$ cat config.mk
export PLATFORM = sky130hd
export DESIGN_NAME = quadratic_coeff_issuer
export DESIGN_NICKNAME = d
export VERILOG_FILES = /design/src/rtl/axis_pkg.sv /design/src/rtl/axis_fork3.sv /design/src/rtl/quadratic_coeff_issuer.sv
export SDC_FILE = /design/constraint.sdc
export NUM_CORES = 1
export LEC_CHECK = 0
export ABC_CLOCK_PERIOD_IN_PS = 6900
export BUFFER_PORTS_ARGS = -buffer_cell sky130_fd_sc_hd__buf_4
export CORE_ASPECT_RATIO = 0.7
export CORE_UTILIZATION = 45
export CTS_CLUSTER_SIZE = 40
export DETAILED_ROUTE_END_ITERATION = 8
export PLACE_DENSITY = 0.68
export SLEW_MARGIN = 20
export SYNTH_ARGS = -nofsm -noshare
export SYNTH_HDL_FRONTEND = slang
export SYNTH_SLANG_ARGS = --single-unit
$ cat constraint.sdc
create_clock -name aclk -period 6.9 [get_ports aclk]
set_input_delay 0.345 -clock aclk [delete_from_list [all_inputs] [get_ports aclk]]
set_output_delay 0.345 -clock aclk [all_outputs]
set_load 0.005 [all_outputs]
$ cat src/rtl/axis_pkg.sv
// Shared AXI-stream helpers: collector state encoding and the default float word width.
package axis_pkg;

    localparam int SIZE_DEFAULT = 64;

    typedef enum logic [2:0] {
        COL_A,
        COL_B,
        COL_C,
        COL_FULL,
        COL_SYNC
    } col_state_t;

endpackage

$ cat src/rtl/axis_fork3.sv
// Fans a loaded (a, b, c) triple out to three independent AXI-stream masters; each valid holds until its own handshake.
// Load lands at the next edge; load_ok and all_done reflect this cycle's handshakes, so reload needs no bubble.
module axis_fork3 #(
    parameter int SIZE = 64
) (
    input  logic            aclk,
    input  logic            areset,
    input  logic [SIZE-1:0] a_word,
    input  logic [SIZE-1:0] b_word,
    input  logic [SIZE-1:0] c_word,
    input  logic            load,
    output logic [SIZE-1:0] m_axis_a_tdata,
    output logic [SIZE-1:0] m_axis_b_tdata,
    output logic [SIZE-1:0] m_axis_c_tdata,
    output logic            m_axis_a_tvalid,
    output logic            m_axis_b_tvalid,
    output logic            m_axis_c_tvalid,
    input  logic            m_axis_a_tready,
    input  logic            m_axis_b_tready,
    input  logic            m_axis_c_tready,
    output logic            load_ok,
    output logic            all_done
);

    logic [2:0] pend;
    logic [2:0] hs;
    logic [2:0] pend_left;
    logic       do_load;

    // pend_left is what would still be outstanding after this edge's handshakes
    assign hs        = pend & {m_axis_c_tready, m_axis_b_tready, m_axis_a_tready};
    assign pend_left = pend & ~hs;
    assign load_ok   = (pend_left == 3'b000);
    assign all_done  = (pend != 3'b000) && (pend_left == 3'b000);
    assign do_load   = load && load_ok;

    assign m_axis_a_tvalid = pend[0];
    assign m_axis_b_tvalid = pend[1];
    assign m_axis_c_tvalid = pend[2];

    always_ff @(posedge aclk) begin
        if (areset) begin
            pend <= 3'b000;
        end else if (do_load) begin
            pend <= 3'b111;
        end else begin
            pend <= pend_left;
        end
    end

    always_ff @(posedge aclk) begin
        if (do_load) begin
            m_axis_a_tdata <= a_word;
            m_axis_b_tdata <= b_word;
            m_axis_c_tdata <= c_word;
        end
    end

endmodule

$ cat src/rtl/quadratic_coeff_issuer.sv
// Collects serial (a, b, c) words framed by tlast and issues each triple on three AXI-stream masters.
// Triple issued the cycle after c is accepted when issue is idle; s_axis_tready drops only while a full triple waits.
module quadratic_coeff_issuer
    import axis_pkg::*;
#(
    parameter int SIZE  = SIZE_DEFAULT,
    parameter int CNT_W = 32
) (
    input  logic             aclk,
    input  logic             areset,
    input  logic [SIZE-1:0]  s_axis_tdata,
    input  logic             s_axis_tvalid,
    output logic             s_axis_tready,
    input  logic             s_axis_tlast,
    output logic [SIZE-1:0]  m_axis_a_tdata,
    output logic [SIZE-1:0]  m_axis_b_tdata,
    output logic [SIZE-1:0]  m_axis_c_tdata,
    output logic             m_axis_a_tvalid,
    output logic             m_axis_b_tvalid,
    output logic             m_axis_c_tvalid,
    input  logic             m_axis_a_tready,
    input  logic             m_axis_b_tready,
    input  logic             m_axis_c_tready,
    output logic [CNT_W-1:0] triple_count,
    output logic             frame_err
);

    col_state_t      state;
    logic [SIZE-1:0] a_reg;
    logic [SIZE-1:0] b_reg;
    logic [SIZE-1:0] c_reg;
    logic            accept;
    logic            load;
    logic            load_ok;
    logic            all_done;

    assign s_axis_tready = (state != COL_FULL);
    assign accept        = s_axis_tvalid && s_axis_tready;
    assign load          = (state == COL_FULL) && load_ok;

    always_ff @(posedge aclk) begin
        if (areset) begin
            state     <= COL_A;
            frame_err <= 1'b0;
        end else begin
            frame_err <= 1'b0;
            case (state)
                COL_A, COL_B: begin
                    if (accept) begin
                        if (s_axis_tlast) begin
                            frame_err <= 1'b1;
                            state     <= COL_A;
                        end else begin
                            state <= (state == COL_A) ? COL_B : COL_C;
                        end
                    end
                end
                COL_C: begin
                    if (accept) begin
                        if (s_axis_tlast) begin
                            state <= COL_FULL;
                        end else begin
                            frame_err <= 1'b1;
                            state     <= COL_SYNC;
                        end
                    end
                end
                COL_FULL: begin
                    if (load_ok) state <= COL_A;
                end
                COL_SYNC: begin
                    // drop silently until the frame boundary comes round
                    if (accept && s_axis_tlast) state <= COL_A;
                end
                default: state <= COL_A;
            endcase
        end
    end

    always_ff @(posedge aclk) begin
        if (accept) begin
            case (state)
                COL_A:   a_reg <= s_axis_tdata;
                COL_B:   b_reg <= s_axis_tdata;
                COL_C:   c_reg <= s_axis_tdata;
                default: ;
            endcase
        end
    end

    always_ff @(posedge aclk) begin
        if (areset) begin
            triple_count <= '0;
        end else if (all_done) begin
            triple_count <= triple_count + 1'b1;
        end
    end

    axis_fork3 #(
        .SIZE(SIZE)
    ) u_fork (
        .aclk            (aclk),
        .areset          (areset),
        .a_word          (a_reg),
        .b_word          (b_reg),
        .c_word          (c_reg),
        .load            (load),
        .m_axis_a_tdata  (m_axis_a_tdata),
        .m_axis_b_tdata  (m_axis_b_tdata),
        .m_axis_c_tdata  (m_axis_c_tdata),
        .m_axis_a_tvalid (m_axis_a_tvalid),
        .m_axis_b_tvalid (m_axis_b_tvalid),
        .m_axis_c_tvalid (m_axis_c_tvalid),
        .m_axis_a_tready (m_axis_a_tready),
        .m_axis_b_tready (m_axis_b_tready),
        .m_axis_c_tready (m_axis_c_tready),
        .load_ok         (load_ok),
        .all_done        (all_done)
    );

endmodule

## After elaboration in Yosys (flattened, before gate mapping)

Index checks and enable logic that the tools add are counted.
W data, S select, Z words.

| word-level totals | value |
|---|---|
| register bits after elaboration | 423 |
| logic and storage cells | 50 |

| operators by class | value |
|---|---|
| $add $sub $neg | 1 |
| equality and inequality tests | 9 |
| muxes and demuxes | 14 |
| bitwise gates (word level) | 3 |
| reduce and logical (&&, ||, !) cells | 13 |

Operators by type and width:

| kind | count |
|---|---|
| $add A32 B1 Y32 const B | 1 |
| $mux W3 | 6 |
| $pmux W3 S4 | 1 |
| $ne A2 B2 Y1 const B | 4 |
| $and A3 B3 Y3 | 2 |
| $eq A3 B2 Y1 const B | 2 |
| $logic_not A3 Y1 | 2 |
| $reduce_and A2 Y1 | 3 |
| $logic_and A1 B1 Y1 | 5 |
| $mux W1 | 4 |
| $mux W2 | 2 |
| $reduce_and A4 Y1 | 1 |
| $eq A3 B1 Y1 const B | 1 |
| $eq A3 B3 Y1 const B | 1 |
| $ne A3 B2 Y1 const B | 1 |
| $not A3 Y3 | 1 |
| $reduce_bool A3 Y1 | 1 |
| $pmux W1 S2 | 1 |
| $reduce_or A2 Y1 | 1 |

## Logic depth before layout (Yosys ltp)

| logic depth | value |
|---|---|
| word-level depth | 7 |
| mapped depth | 6 |
| gate-level depth less buffers | 5 |

## Modules after synthesis

A second synthesis with hierarchy kept.

| unflattened totals | value |
|---|---|
| cells, all modules | 619 |
| area, all modules | 13,536.7 um^2 |

By module, submodules not included:

| module | instances | cells each | area an instance (um^2) | seq. area each (um^2) |
|---|---|---|---|---|
| quadratic_coeff_issuer | 1 | 410 | 7,586.0 | 6,486.2 |
| axis_fork3 | 1 | 209 | 5,950.7 | 5,825.6 |

## Worst setup path before layout

Ideal clock, no wire load.

| path | value |
|---|---|
| path kind | reg2reg |
| start | reg state[0] |
| end | reg b_reg[0], enable pin |
| setup time | 0.578 ns |
| arrival time | 5.235 ns |
| data required time | 6.322 ns |
| path slack | 1.087 ns |
| stages on the path, launching flop included | 3 |
| buffers on the path | 1 |
| path through | dfxtp_1 -> clkbuf_1 -> nor3b_1 |

| on the way | value |
|---|---|
| cells in the longest elaborated chain, start to end | 3 |
| elaborated cells between the ends (all ways) | 4 |

Ends and longest elaborated chain:

| what | line | text |
|---|---|---|
| start, declared | quadratic_coeff_issuer.sv:28 | `col_state_t state;` |
| start signal, assigned | quadratic_coeff_issuer.sv:54 | `state <= (state == COL_A) ? COL_B : COL_C;` |
| $ne A3 B2 Y1 | quadratic_coeff_issuer.sv:37 | `assign s_axis_tready = (state != COL_FULL);` |
| $logic_and A1 B1 Y1 | quadratic_coeff_issuer.sv:38 | `assign accept = s_axis_tvalid && s_axis_tready;` |
| $reduce_and A2 Y1 (no line) * | - |  |
| end signal, assigned | quadratic_coeff_issuer.sv:84 | `COL_B: b_reg <= s_axis_tdata;` |
| end, declared | quadratic_coeff_issuer.sv:30 | `logic [SIZE-1:0] b_reg;` |

Every way passes the cells marked *; elsewhere a longest branch is shown, timed or not.
A chain may end at the register's enable or synchronous reset.

## Worst setup path after layout

| path | value |
|---|---|
| start | reg state[1] |
| end | reg u_fork.m_axis_b_tdata[19], enable pin |

| on the way | value |
|---|---|
| cells in the longest elaborated chain, start to end | 3 |

Ends and longest elaborated chain:

| what | line | text |
|---|---|---|
| $eq A3 B2 Y1 | quadratic_coeff_issuer.sv:39 | `assign load = (state == COL_FULL) && load_ok;` |
| $logic_and A1 B1 Y1 | quadratic_coeff_issuer.sv:39 |  |
| $logic_and A1 B1 Y1 | axis_fork3.sv:35 | `assign do_load = load && load_ok;` |
| named net u_fork.do_load | axis_fork3.sv:28 | `logic do_load;` |
| end signal, assigned | axis_fork3.sv:54 | `m_axis_b_tdata <= b_word;` |
| end, declared | axis_fork3.sv:13 | `output logic [SIZE-1:0] m_axis_b_tdata,` |

The timed path passes the listed nets, and every way through them passes these cells.

==> summary.md <==
| Metric | Value |
|---|---|
| Yosys top cell area share | 85.83% |
| H-tree levels | 2 |
| CP Launch Point | state[1]$_SDFFE_PP0P_ |
| Clock root cell | clkbuf_16 |
| Area grow syn2layout | 33.62% |
| Worst vdd ir | about 0.00025 V |
| Final Max Slew Viols | 0 |
| GPL Wtd Cong | approximately 0.80 |
| R2R Path Start | state[1]$_SDFFE_PP0P_ |
| TritonCTS Sinks | 423 |
| Fill cell count | 2085 |
| Row count | 52 |
| Sequential fraction of the synthesis area | 91.64% |
| Die Span Y | approximately 150 um |
| Critical path destination | u_fork.m_axis_b_tdata[19]$_DFFE_PP_ |
| Outcome | complete, no violations |
| Arrival time worst endpoint | around 3.5 ns |
| GRT Util Overall | ~17% |
| Routed wire per std cell | about 19 um |
| Maximum capacitance violations | 0 |
| Core ar. | 29150 um2 |
| Min Clock Period, post-route | 3.311 ns |
| Initial DRC Count | between 400 and 500 |
| Required @ worst endpoint | 7.04 ns |
| Max Clk Rate | 0.3020 GHz |
| Delay-heaviest family, CP | buffers and inverters |
| Gr ovfl total | 0 |
| Synthesized instance count | 607 |
| Internal | 0.004021 W |
| Post-CTS Setup Bufs | 0 |
| Psw | 0.0009788 W |
| Die area | 30560 um2 |
| Share of cells above drive strength 1 | between 30% and 40% |
| Final setup fails | 0 |
| Post-Syn Area | 13440 um2 |
| Yosys Warn Count | 0 |
| Worst-path clk slew | 0.06 ns |
| Starting Density | 46.09% |
| Most common cell after layout, fill and taps aside | edfxtp_1 |
| CP Capture Type | flop |
| Synth Flop Type | edfxtp_1 |
| Clk_skew | between 0.02 and 0.025 ns |
| Crit-path slowest cell | buf_4 |
| Cts bufs inserted | 39 |
| Path depth of the worst reg2reg path | 5 |
| Number of flops mapped to enable cells by yosys | 384 |
| # port buffers | 299 |
| Layout Utilization | 61.59% |
| FFs w/ async S/R, synth | 0% |
| Yosys cell types | 34 |
| Pwr Density | 278.5 nW/um2 |
| Critical Path, Cell by Cell | nand2_1 -> or2_1 -> or2_1 -> inv_6 -> buf_4 |
| Leakage | 6.399 nW |
| CP Max Fanout | around 110 |
| DR DRC count | 0 |
| Cts hold-fix bufs | 54 |
| Nets@finish | 1073 |
| Non-Filler Instances | between 1000 and 1500 |
| Post-placement cell count | 1280 |
| Area leader, netlist | edfxtp_1 |
| Vias in the first global route | 6914 |
| CP Depth | 5 |
| Via count of the routed design | a little under 7000 |
| Switching Fraction | 19.58% |
| TritonCTS clock tree | built |
| Clock share of power | 40.8% |
| Post-DRT Antenna Nets | 0 |
| Yosys reg bits | between 400 and 500 |
| FF-to-FF End | u_fork.m_axis_b_tdata[19]$_DFFE_PP_ |
| Most area-consuming cells after synthesis | edfxtp_1, dfxtp_1, xnor2_1 |
| Rel. slew slack | 27.17% |
| Final wirelength | 26.70 mm |
| Most used cell, CP | or2_1 |
| Initial antenna violation count | 1 |
| WS Path Type | flop to flop |
| Final instance area | 17950 um2 |
| Combinational power share | 2.3% |
| Via density | 4.890 |
| Final setup TNS | 0 ns |
| Deepest clock path buffer count | 3 |
| Ports | 300 |
| Unrepaired setup endpoints after global routing | no |
| Synthesized area per cell | 22.13 um2 |
| Buf/Inv on CP | 2 |
| Min-Delay Path Class | input pin to flop |
| Clk Latency, worst-skew pair | 0.54 ns |
| Hpwl dp | 16.41 mm |
| First-pass GRT wire length | around 40 mm |
| Most frequent cells in the layout | edfxtp_1, buf_4, dlygate4sd3_1, clkbuf_16, dfxtp_1 |
| Post-CTS sizing | 0 |
| Slew @ Worst Pin | 1.092 ns |
| Drt pass-1 iters | 5 |
| Area of placed instances | 16170 um2 |
| R2R setup slack | 3.59 ns |
| Register share of total power | 56.9% |
| CP Launch Type | flop |
| Syn nets | 681 |
| Largest net degree at the start of global routing | ~110 |
| Slowest stage delay, CP | 0.97 ns |
| Die span in x | 208.5 um |
| Final hold vios | 0 |
| Final worst-path cycle share | 47.99% |
| Power, Total | 0.005000 W |
==> power by group through the flow <==
stage / logic, W / clock network (W) / registers (W)
floorplan: 0.0000239 / 0 / 0.00290
global placement: 0.0000851 / 0 / 0.00290
detailed placement: 0.0000881 / 0 / 0.00290
CTS: 0.000115 / 0.00209 / 0.00285
global route: 0.000123 / 0.00218 / 0.00285
finish: 0.000114 / 0.00204 / 0.00285
==> worst reg2reg max path, cell delays in order, from the launching register on <==
cell     delay (ns)
dfxtp_1        0.53
nand2_1        0.16
or2_1          0.24
or2_1          0.33
inv_6          0.58
buf_4          1.04
==> synth_stat cells (5+ instances only) <==
cell type,instances
dfxtp_1,39
nor4_1,6
or3_1,11
edfxtp_1,384
nand2b_1,5
o21ai_1,8
xor2_1,5
nand2_1,13
nand4_1,13
nand3_1,10
nor4_2,7
nor2_1,26
a21oi_1,17
nor3_1,5
inv_1,5
xnor2_1,18
clkbuf_1,6
==> cells by family (layout without fill, tap and decap cells) <==
family / after synthesis / count (layout) / share of synthesized area, %
compound gates: 31 / 31 / 1.229
xor+xnor: 23 / 23 / 1.499
fa+ha+maj: 3 / 3 / 0.2794
buf+inv: 15 / 437 / 0.4470
flops: 423 / 423 / 91.64
mux: 1 / 1 / 0.08381
other cells: 0 / 1 / 0
simple gates: 111 / 111 / 4.824
==> final cells by class <==
class	instances	area [um2]	share of cell area, %
diodes	1	2.502	0.01394
multi-input cells	169	1076	5.994
clock buffers	46	1002	5.583
flip-flops and latches	423	12310	68.58
clock inverters	25	216.5	1.206
inverters	6	27.53	0.1533
well taps	378	473.0	2.635
repair buffers	360	2843	15.83
==> metrics by stage <==
step / setup WS (ns) / hold WS (ns)
finish: 3.589 / 0.02630
global route: 3.374 / 0.001221
CTS: 3.467 / 0.0004038
detailed placement: 3.501 / 0.4045
global placement: 3.604 / 0.4001
floorplan: 1.087 / 0.4003
==> per-layer routing <==
layer / up-vias / wire [um] / GRT usage [%]
li1: 3170 / - / -
met1: 3409 / 11550 / 23.55
met2: 271 / 12020 / 26.07
met3: 35 / 2676 / 6.733
met4: 0 / 462 / 5.000
met5: - / 0 / 0
==> worst min path at each step <==
stage	start	to	slack (ns)	cells past startpoint
finish	s_axis_tdata[56]	a_reg[56]$_DFFE_PP_	0.03	1
global route	s_axis_tdata[59]	b_reg[59]$_DFFE_PP_	0.001	1
CTS	s_axis_tdata[56]	a_reg[56]$_DFFE_PP_	0.0004	1
detailed placement	a_reg[4]$_DFFE_PP_	u_fork.m_axis_a_tdata[4]$_DFFE_PP_	0.40	0
global placement	b_reg[41]$_DFFE_PP_	u_fork.m_axis_b_tdata[41]$_DFFE_PP_	0.40	0
floorplan	a_reg[0]$_DFFE_PP_	u_fork.m_axis_a_tdata[0]$_DFFE_PP_	0.40	0
No activity file was read; power rests on OpenSTA's default activity.
